### src/rtl/seq_addsub_pkg.sv
// seq_addsub_pkg: shared FSM encoding and counter sizing for seq_addsub
package seq_addsub_pkg;
  typedef enum logic [1:0] {ST_IDLE = 2'd0, ST_RUN = 2'd1, ST_DONE = 2'd2} state_t;
  function automatic int cnt_bits(input int n);
    return (n < 2) ? 1 : $clog2(n);
  endfunction
endpackage

### src/rtl/addsub_chunk.sv
// addsub_chunk: combinational CHUNK-bit adder slice with carry in/out
module addsub_chunk #(
  parameter int CHUNK = 1
) (
  input  logic [CHUNK-1:0] x,
  input  logic [CHUNK-1:0] y,
  input  logic             ci,
  output logic [CHUNK-1:0] s,
  output logic             co
);
  assign {co, s} = {1'b0, x} + {1'b0, y} + (CHUNK+1)'(ci);
endmodule

### src/rtl/seq_addsub.sv
// seq_addsub: multi-cycle adder/subtractor, CHUNK bits per clock LSB first
module seq_addsub
  import seq_addsub_pkg::*;
#(
  parameter int WIDTH = 8,
  parameter int CHUNK = 1
) (
  input  logic             clk,
  input  logic             rst_n,
  input  logic             start,
  input  logic             sub,
  input  logic [WIDTH-1:0] a,
  input  logic [WIDTH-1:0] b,
  output logic             busy,
  output logic             done,
  output logic [WIDTH-1:0] o,
  output logic             cout,
  output logic             ovf
);
  localparam int N  = WIDTH / CHUNK;
  localparam int CW = cnt_bits(N);
  state_t           st;
  logic [WIDTH-1:0] opa, opb, res, res_n;
  logic [CW-1:0]    cnt;
  logic             carry, sa, sb, co, last;
  logic [CHUNK-1:0] s;
  addsub_chunk #(.CHUNK(CHUNK)) u_chunk (
    .x (opa[CHUNK-1:0]),
    .y (opb[CHUNK-1:0]),
    .ci(carry),
    .s (s),
    .co(co)
  );
  assign res_n = (res >> CHUNK) | (WIDTH'(s) << (WIDTH - CHUNK));
  assign last  = cnt == CW'(N - 1);
  always_ff @(posedge clk or negedge rst_n)
    if (!rst_n) begin
      st    <= ST_IDLE;
      busy  <= 1'b0;
      done  <= 1'b0;
      o     <= '0;
      cout  <= 1'b0;
      ovf   <= 1'b0;
      opa   <= '0;
      opb   <= '0;
      res   <= '0;
      cnt   <= '0;
      carry <= 1'b0;
      sa    <= 1'b0;
      sb    <= 1'b0;
    end else if (st == ST_RUN) begin
      opa   <= opa >> CHUNK;
      opb   <= opb >> CHUNK;
      res   <= res_n;
      carry <= co;
      cnt   <= cnt + 1'b1;
      if (last) begin
        o    <= res_n;
        cout <= co;
        ovf  <= (sa == sb) && (res_n[WIDTH-1] != sa);
        st   <= ST_DONE;
        busy <= 1'b0;
        done <= 1'b1;
      end
    end else begin
      done <= 1'b0;
      if (start) begin
        opa   <= a;
        opb   <= b ^ {WIDTH{sub}};
        carry <= sub;
        cnt   <= '0;
        sa    <= a[WIDTH-1];
        sb    <= b[WIDTH-1] ^ sub;
        st    <= ST_RUN;
        busy  <= 1'b1;
      end else begin
        st <= ST_IDLE;
      end
    end
endmodule

### config.mk
export PLATFORM = sky130hd
export DESIGN_NAME = seq_addsub
export DESIGN_NICKNAME = d
export VERILOG_FILES = /design/src/rtl/seq_addsub_pkg.sv /design/src/rtl/addsub_chunk.sv /design/src/rtl/seq_addsub.sv
export SDC_FILE = /design/constraint.sdc
export NUM_CORES = 1
export LEC_CHECK = 0
export CAP_MARGIN = 20
export CORE_ASPECT_RATIO = 1.25
export CORE_MARGIN = 2
export CORE_UTILIZATION = 55
export CTS_BUF_LIST = sky130_fd_sc_hd__clkbuf_8
export DETAILED_ROUTE_END_ITERATION = 10
export PLACE_DENSITY = 0.82
export SETUP_SLACK_MARGIN = 0.4
export SLEW_MARGIN = 5
export SYNTH_ARGS = -nofsm -noshare
export SYNTH_HDL_FRONTEND = slang
export SYNTH_SLANG_ARGS = --single-unit
### constraint.sdc
create_clock -name clk -period 1.74 [get_ports clk]
set_input_delay 0.348 -clock clk [delete_from_list [all_inputs] [get_ports clk]]
set_output_delay 0.348 -clock clk [all_outputs]
set_load 0.05 [all_outputs]
Word level (Yosys, flattened, before mapping)

Index checks and enable logic that the tools add are counted.

Register bits: 44
Bits in latches: 0
RAM bits: 0
ROM bits: 0
Input port bits: 20
Output and inout bits: 12
Logic and storage cells: 46
Memories kept: 0

Add/subtract/negate cells: 3
$mul: 0
Divide/modulo/power cells: 0
$lt $le $gt $ge: 0
Eq/ne operators: 5
Shift-type cells: 0
Mux-type cells: 16
Bitwise logic cells: 4
Reductions and logical operators: 5

Operator list:

| cell                  | number |
|---|---|
| $mux W8               | 4 |
| $mux W1               | 8 |
| $or A7 B8 Y8          | 1 |
| $xor A8 B8 Y8         | 1 |
| $mux W3               | 2 |
| $reduce_and A2 Y1     | 3 |
| $mux W2               | 2 |
| $add A3 B1 Y3 const B | 1 |
| $eq A3 B3 Y1 const B  | 1 |
| $add A1 B1 Y2         | 1 |
| $add A2 B1 Y2         | 1 |
| $eq A2 B1 Y1 const B  | 1 |
| $ne A2 B2 Y1 const B  | 1 |
| $reduce_bool A2 Y1    | 1 |
| $eq A1 B1 Y1          | 1 |
| $logic_and A1 B1 Y1   | 1 |
| $ne A1 B1 Y1          | 1 |
| $not A1 Y1            | 1 |
| $xor A1 B1 Y1         | 1 |

Longest topological paths before layout

Gate-level depths: netlist of the first run.

Depth after elaboration: 5
Gate-level depth with buffers: 6
Depth with buffers taken out: 5

Modules after synthesis

A second synthesis of the first run with hierarchy kept.

Cells, all modules: 167
Area, all modules: 1938.1 sq um

By module, submodules not included:

| module       | times used | cells each | area an instance (sq um) | sequential area each (sq um) |
|---|---|---|---|---|
| seq_addsub   | 1          | 166        | 1918.1                   | 1051.0 |
| addsub_chunk | 1          | 1          | 20.0                     | 0.0 |

Worst setup path before layout of the first run

No wires, ideal clock.

Kind: reg2reg
Start: register, netlist name done
End: register cout
Setup time: 0.125 ns
Arrival time: 1.365 ns
Data required time: 1.615 ns
Setup slack: 0.250 ns
Stages on the path, launching flop included: 4
Path buffers: 1
Clock period less this slack: 1.490 ns
Cells stage by stage: dfrtp_1 -> nand3b_4 -> buf_6 -> mux2_4

RTL lines:

| item                 | line             | source |
|---|---|---|
| to (signal assigned) | seq_addsub.sv:59 | `cout <= co;` |
| to (decl)            | seq_addsub.sv:17 | `output logic cout,` |

Final worst setup path of the first run

Start: register carry
End: register ovf

Longest elaborated chain between the ends: 4

Ends and longest elaborated chain:

| item                   | line               | source |
|---|---|---|
| from (decl)            | seq_addsub.sv:25   | `logic carry, sa, sb, co, last;` |
| from (signal assigned) | seq_addsub.sv:55   | `carry <= co;` |
| from (signal assigned) | seq_addsub.sv:70   | `carry <= sub;` |
| $add A2 B1 Y2          | addsub_chunk.sv:11 | `assign {co, s} = {1'b0, x} + {1'b0, y} + (CHUNK+1)'(ci);` |
| named net s            | seq_addsub.sv:26   | `logic [CHUNK-1:0] s;` |
| $or A7 B8 Y8           | seq_addsub.sv:34   | `assign res_n = (res >> CHUNK) \| (WIDTH'(s) << (WIDTH - CHUNK));` |
| $ne A1 B1 Y1           | seq_addsub.sv:60   | `ovf <= (sa == sb) && (res_n[WIDTH-1] != sa);` |
| $logic_and A1 B1 Y1    | seq_addsub.sv:60   |  |
| to (signal assigned)   | seq_addsub.sv:60   |  |
| to (decl)              | seq_addsub.sv:18   | `output logic ovf` |

The timed path passes the listed nets, and every way through them passes these cells.
A chain may end at the register's enable or synchronous reset.

==> impl_metrics.env, run 1 <==
export IMPL_status="complete, no violations"
export IMPL_fp_row_count=24
export IMPL_clock_latency_ns=0.29
export IMPL_ys_seq_area_share_pct=54.1
export IMPL_coreArea_um2=3420
export IMPL_leakagePower_nw=1.22
export IMPL_p_switching_mw=1.76
export IMPL_synthXorXnorAreaFrac_pct=3.61
export IMPL_antenna_found_initial=0
export IMPL_die_height_um=70.4
export IMPL_drv_slew=0
export IMPL_wl_per_cell_um=14.4
export IMPL_gr_max_usage_layer="met2"
export IMPL_detail_route_first_pass_iterations=4
export IMPL_grt_overflow_total=0
export IMPL_die_area_um2=4030
export IMPL_synthToLayoutAreaGrowth_pct=24.7
export IMPL_met1_usage_pct=22.9
export IMPL_rrSetupSlack_ns=0.29
export IMPL_cts_sinks=42
export IMPL_cp_start_kind="flip-flop"
export IMPL_worstHoldPathType="in -> async"
export IMPL_netlist_instances=167
export IMPL_clk_pin_slew_ns=0.08
export IMPL_port_buffers=31
export IMPL_setup_tns_ns=0
export IMPL_antenna_left=0
export IMPL_cts_made_buffers=5
export IMPL_pwr_density_cell_nw_per_um2=1820
export IMPL_ys_flop_type="dfrtp_1"
export IMPL_die_w_um=57.1
export IMPL_synth_compound_area_share_pct=6.12
export IMPL_cp_required_ns=1.93
export IMPL_pwr_share_clk_pct=14.2
export IMPL_end_kind="flip-flop"
export IMPL_syn_nets=190
export IMPL_htree_levels=2
export IMPL_cts_max_path_buffers=2
export IMPL_grt_use_total_pct=19.7
export IMPL_worstMarginPinSlew_ns=0.507
export IMPL_path_class="reg -> reg"
export IMPL_ir_drop_uv=1410
export IMPL_initial_core_util_pct=56.7
export IMPL_fmax_mhz=691
export IMPL_power_frac_seq_pct=38.9
export IMPL_clock_root_buffer="clkbuf_8"
export IMPL_syn_cell_area_um2=1940
export IMPL_relSlewSlack_pct=66.2
export IMPL_dp_hpwl_um=2550
export IMPL_instances_no_fill=248
export IMPL_final_util_pct=70.7
export IMPL_min_period_ns=1.45
export IMPL_diodes=0
export IMPL_arrival_ns=1.63
export IMPL_gp_congestion=0.776
export IMPL_final_setup_skew_ns=0.00698
export IMPL_pwr_share_comb_pct=46.8
export IMPL_synthAdderAreaFrac_pct=2.32
export IMPL_grt_util_met3_pct=5.19
export IMPL_drt_iter0_drc=32
export IMPL_synth_area_per_cell_um2=11.6
export IMPL_use_met2_pct=34.2
export IMPL_routed_wl_um=3580
export IMPL_cp_max_fo=3
export IMPL_hold_viol=0
export IMPL_synth_top_cell_by_area="dfrtp_1"
export IMPL_nets=231
export IMPL_viasPerCell=5.38
export IMPL_synth_top_family_by_area="multiplexers"
export IMPL_grt_max_degree=26
export IMPL_switching_share_pct=39.9
export IMPL_drc_errors=0
export IMPL_grt_pass1_vias=1383
export IMPL_cts_tree="yes"
export IMPL_vias=1333
export IMPL_synth_warnings=0
export IMPL_setup_violations=0
export IMPL_ys_seq_elements=42
export IMPL_io_pins=32
export IMPL_synth_cell_type_count=23
export IMPL_drive_above_1_share_pct=24.9
export IMPL_synthMuxAreaShare_pct=16.2
export IMPL_synth_edff_count=0
export IMPL_rsz0062_at_grt="true"
export IMPL_maxCapViolCount=0
export IMPL_grt_pass1_wl_um=6050
export IMPL_netlist_top_cells_area="dfrtp_1 (54%), mux2i_1 (8.2%), nand2_1 (7.7%)"
export IMPL_synth_simple_area_share_pct=12.2
export IMPL_async_reset_ff_share_pct=100
export IMPL_power_internal_mw=2.64
export IMPL_finalCritPeriodShare_pct=83.2
export IMPL_dp_cells=231
export IMPL_yosys_area_top_type_share_pct=54.1
export IMPL_cts_hold_buf=0
power by group through the flow:
stage / clock network [mW] / logic [mW] / registers, mW
4_1_cts: 0.648 / 2.04 / 1.70
2_1_floorplan: 0 / 1.11 / 2.05
6_report: 0.626 / 2.06 / 1.71
5_1_grt: 0.684 / 2.27 / 1.77
3_3_place_gp: 0 / 1.81 / 1.68
3_5_place_dp: 0 / 1.90 / 1.71
placed cells by master, fill, tap and decap left out, types with 2 or more instances in the layout:
| master | Yosys | layout |
|---|---|---|
| clkdlybuf4s50_1 | 0 | 17 |
| inv_1 | 1 | 2 |
| a21oi_1 | 3 | 3 |
| buf_4 | 4 | 23 |
| mux2_4 | 8 | 10 |
| nand3b_4 | 1 | 2 |
| dfrtp_1 | 42 | 40 |
| clkbuf_8 | 0 | 6 |
| xor2_1 | 7 | 7 |
| o21ai_0 | 18 | 17 |
| nand2_1 | 40 | 40 |
| dfrtp_2 | 0 | 2 |
| nor2_1 | 5 | 5 |
| nand2b_1 | 3 | 3 |
| buf_12 | 0 | 2 |
| mux2i_1 | 16 | 16 |
cells in the mapped netlist (all sizes together) (2+ instances only):
cell / instances
dfrtp: 42
nand2: 40
o21ai: 18
mux2i: 16
mux2: 11
buf: 10
xor2: 7
nor2: 6
a21oi: 3
nand2b: 3
ha: 2
area by class of cell:
type,instances,area [µm²]
Multi-Input combinational cell,114,827
Fill cell,256,1000
Clock buffer,6,82.6
Inverter,1,3.75
Sequential cell,42,1050
Clock inverter,2,8.76
Timing Repair Buffer,44,397
Tap cell,39,48.8
metal layers:
metal / part of all wire, % / up-vias
li1: - / 635
met1: 40 / 655
met2: 54 / 36
met3: 4.7 / 7
met4: 1.4 / 0
met5: 0 / -
kinds of logic (layout without fill, tap and decap cells):
kind of cell | after synthesis | after routing
buf+inv | 12 | 53
flops | 42 | 42
fa+ha+maj | 3 | 3
mux | 27 | 27
xor+xnor | 8 | 8
compound gates | 23 | 23
simple gates | 52 | 53
per-stage QoR:
stage          setup WS, ns  power (mW)  hold slack (ns)  cell area [µm²]
2_1_floorplan         0.326        3.16           0.0524             1960
3_3_place_gp          0.149        3.49            0.342             2240
3_5_place_dp         0.0682        3.61            0.352             2240
4_1_cts               0.278        4.39           0.0223             2400
5_1_grt               0.239        4.72           0.0414             2420
6_report              0.292        4.40           0.0120             2420
flip-flops by register name, indices dropped and copies added (netlist names), 3 cells and up:
name	cells
cnt	3
opb	8
opa	8
res	7
o	8
worst max-delay path, cell delays in order (launching register included):
cell and delay (ns):
dfrtp_1 0.40, fa_1 0.59, and3b_1 0.19, a21oi_1 0.11
o21ai_1 0.07
worst paths after layout:
check                         end  depth (start not counted)  startpoint
hold reg to reg               ovf                          2         ovf
setup / recovery              ovf                          4       carry
setup reg to reg              ovf                          4       carry
min in group clk              ovf                          2         ovf
max in group asynchronous  opa[3]                          2       rst_n
hold / removal               o[2]                          1       rst_n
repair_timing:
item,CTS,global route
setup buffers,5,3
pin swaps,1,0
endpoints found under the setup margin,12,14
gates cloned,1,0
resized for setup,4,1
No activity file was read; power rests on OpenSTA's default activity.
==> run 2, diff against run 1 <==
Clock period 1.74 ns to 1.5 ns, I/O delays scaled along.
==> impl_metrics.env, run 2 <==
export IMPL_gp_congestion=0.718
export IMPL_syn_cell_area_um2=1940
export IMPL_synthTopCellsByCount="dfrtp_1 (42), nand2_1 (40), o21ai_0 (18), mux2i_1 (16), mux2_4 (8)"
export IMPL_placed_cell_area_um2=2430
export IMPL_status="stopped before the end"
export IMPL_port_buffers=31
export IMPL_grt_max_degree=18
export IMPL_netlist_top_cells_area="dfrtp_1 (54%), mux2i_1 (8.2%), nand2_1 (7.7%)"
export IMPL_fp_row_count=24
export IMPL_synth_simple_area_share_pct=12.2
export IMPL_clock_root_buffer="clkbuf_8"
export IMPL_synth_top_cell_by_area="dfrtp_1"
export IMPL_error="[ERROR DPL-0038] Utilization greater than 100%, impossible to legalize"
export IMPL_worst_ep_kind="register input"
export IMPL_synth_compound_area_share_pct=6.12
export IMPL_synth_top_family_by_area="multiplexers"
export IMPL_netlist_instances=167
export IMPL_ys_seq_area_share_pct=54.1
export IMPL_initial_core_util_pct=56.7
export IMPL_ys_seq_elements=42
export IMPL_dp_hpwl_um=2700
export IMPL_cts_max_path_buffers=2
export IMPL_synth_edff_count=0
export IMPL_cts_made_buffers=5
export IMPL_synth_most_common_cell="dfrtp_1"
export IMPL_yosys_area_top_type_share_pct=54.1
export IMPL_synthXorXnorAreaFrac_pct=3.61
export IMPL_syn_nets=190
export IMPL_synth_area_per_cell_um2=11.6
export IMPL_synth_cell_type_count=23
export IMPL_die_height_um=70.4
export IMPL_die_w_um=57.1
export IMPL_crit_endpoint="ovf$_DFFE_PN0P_/D"
export IMPL_synth_warnings=0
export IMPL_stop_stage="global routing (5_1_grt)"
export IMPL_htree_levels=2
export IMPL_io_pins=32
export IMPL_ys_flop_type="dfrtp_1"
export IMPL_synthAdderAreaFrac_pct=2.32
export IMPL_synthMuxAreaShare_pct=16.2
export IMPL_async_reset_ff_share_pct=100
export IMPL_cts_sinks=42
==> run 2: cell counts after synthesis <==
No cell type changed its count.
==> run 2: through the flow <==
stage	instances	worst slack (ns)
after floorplan	167	0.0855
after global placement	232	0.00164
after detailed placement	232	-0.0130
after CTS	273	0.0452
==> run 2: cells by family after synthesis <==
family	count (synthesis)
AND/OR/NAND/NOR	52
flip-flops	42
multiplexers	27
AO/OA/AOI/OAI	23
buffers and inverters	12
XOR/XNOR	8
adder cells (fa/ha/maj)	3
==> run 2: repair_timing <==
action | 4_1_cts
hold buffers | 1
gates resized for setup | 48
pin swaps | 17
hold endpoints to repair | 15
setup endpoints to repair | 48
buffers inserted | 23
gates cloned | 9
==> run 3, diff against run 2 <==
Settings changed: CORE_ASPECT_RATIO 1.25 to default, CORE_UTILIZATION 55 to 40, CTS_BUF_LIST sky130_fd_sc_hd__clkbuf_8 to default, PLACE_DENSITY 0.82 to default, PLACE_DENSITY_LB_ADDON from default to 0.15, SETUP_SLACK_MARGIN 0.4 to default.
==> impl_metrics.env, run 3 (synthesized netlist as in run 1, its figures left out) <==
export IMPL_die_w_um=73.7
export IMPL_end_kind="flip-flop"
export IMPL_r2r_start="cnt[0]"
export IMPL_path_class="reg -> reg"
export IMPL_setup_tns_ns=0
export IMPL_fillers=411
export IMPL_final_setup_skew_ns=0.00767
export IMPL_routed_wl_um=3470
export IMPL_min_period_ns=1.44
export IMPL_leakagePower_nw=1.24
export IMPL_total_power_mw=5.48
export IMPL_dp_hpwl_um=2470
export IMPL_grt_pass1_vias=1283
export IMPL_path_buf_inv=0
export IMPL_cp_top_family="adder cells"
export IMPL_r2r_end="o[5]"
export IMPL_worstHoldPathType="in -> async"
export IMPL_cts_made_buffers=5
export IMPL_clk_pin_slew_ns=0.08
export IMPL_drive_above_1_share_pct=21.4
export IMPL_coreArea_um2=4690
export IMPL_relSlewSlack_pct=74.5
export IMPL_port_buffers=31
export IMPL_diodes=0
export IMPL_setup_violations=0
export IMPL_cp_required_ns=1.68
export IMPL_fp_row_count=25
export IMPL_status="complete, no violations"
export IMPL_cp_cell_sequence="ha_1 > ha_2 > nand3b_2 > mux2_4"
export IMPL_synthToLayoutAreaGrowth_pct=30.9
export IMPL_cp_start_kind="flip-flop"
export IMPL_die_height_um=73.7
export IMPL_reg_largest_list="o (8), opa (8), opb (8)"
export IMPL_wl_per_cell_um=13.3
export IMPL_grt_max_degree=26
export IMPL_arrival_ns=1.62
export IMPL_final_cell_mix="dfrtp_1 (42), nand2_1 (40), o21ai_0 (18), clkdlybuf4s50_1 (18), mux2i_1 (16)"
export IMPL_ir_drop_uv=863
export IMPL_cts_max_path_buffers=2
export IMPL_crit_slowest_cell="dfrtp_1"
export IMPL_grt_use_total_pct=14.8
export IMPL_io_pins=32
export IMPL_hold_viol=0
export IMPL_drv_slew=0
export IMPL_grt_overflow_total=0
export IMPL_setup_worst_path_end="o[5]"
export IMPL_initial_core_util_pct=41.4
export IMPL_antenna_left=0
export IMPL_cp_max_fo=6
export IMPL_pwr_density_cell_nw_per_um2=2150
export IMPL_clock_root_buffer="clkbuf_8"
export IMPL_rrSetupSlack_ns=0.06
export IMPL_finalCritPeriodShare_pct=95.9
export IMPL_viasPerCell=4.92
export IMPL_cts_tree="yes"
export IMPL_grt_pass1_wl_um=6140
export IMPL_detail_route_first_pass_iterations=4
export IMPL_htree_levels=2
export IMPL_cp_depth=4
export IMPL_critPathMaxStageDelay_ns=0.41
export IMPL_vias=1279
export IMPL_antenna_found_initial=0
export IMPL_mostFrequentLayoutCell="dfrtp_1"
export IMPL_r2r_cells=4
export IMPL_drc_errors=0
export IMPL_gp_congestion=0.708
export IMPL_die_area_um2=5430
export IMPL_cts_sinks=42
export IMPL_critPathLaunch="cnt[0]"
export IMPL_clock_latency_ns=0.29
export IMPL_rsz0062_at_grt="false"
export IMPL_maxCapViolCount=0
export IMPL_nets=228
export IMPL_drt_iter0_drc=71
export IMPL_worstMarginPinSlew_ns=0.383
export IMPL_fmax_mhz=695
-- run 3: how the worst min path moves through the flow --
stage	from	end	slack, ns
4_1_cts	rst_n	o[2]	0.46
5_1_grt	rst_n	o[4]	0.48
2_1_floorplan	rst_n	busy	0.004
6_report	rst_n	o[3]	0.45
3_5_place_dp	rst_n	o[3]	0.24
3_3_place_gp	rst_n	o[2]	0.23
-- run 3: cell type report --
class | count | area (µm²) | share of cell area [%]
flip-flops and latches | 42 | 1050 | 41.3
multi-input cells | 114 | 798 | 31.4
inverters | 1 | 3.75 | 0.148
clock buffers | 7 | 76.3 | 3.00
well taps | 54 | 67.6 | 2.66
clock inverters | 1 | 30.0 | 1.18
repair buffers | 41 | 515 | 20.3
-- run 3: power breakdown --
part | switching, mW | leakage [nW] | internal (mW)
combinational | 1.28 | 0.649 | 1.28
clock | 0.378 | 0.0524 | 0.498
sequential | 0.402 | 0.534 | 1.64
total | 2.06 | 1.24 | 3.41
-- run 3: timing repair --
| item | 4_1_cts | 5_1_grt |
|---|---|---|
| gates cloned | 1 | 0 |
| endpoints found under the setup margin | 1 | 5 |
| hold endpoints to repair | 15 | 0 |
| gates resized for setup | 0 | 1 |
| setup buffers | 0 | 0 |
| hold buffers | 1 | 0 |
-- run 3: routing by layer --
| layer | part of all wire (%) | vias up | GRT usage [%] |
|---|---|---|---|
| met2 | 45 | 31 | 22.4 |
| li1 | - | 631 | - |
| met4 | 2.3 | 0 | 6.26 |
| met3 | 4.3 | 9 | 4.12 |
| met1 | 49 | 608 | 20.1 |
| met5 | 0 | - | 0 |
-- run 3: stage by stage --
step	hold slack [ns]	worst slack (ns)	utilization (%)	instances	cell area (µm²)
after floorplan	0.00441	0.00971	-	167	1940
after global placement	0.232	0.0294	51.4	250	2410
after detailed placement	0.238	0.000262	51.4	250	2410
after CTS	0.461	0.0122	54.1	260	2540
after global routing	0.482	0.0194	54.2	260	2540
final	0.448	0.0610	54.2	260	2540
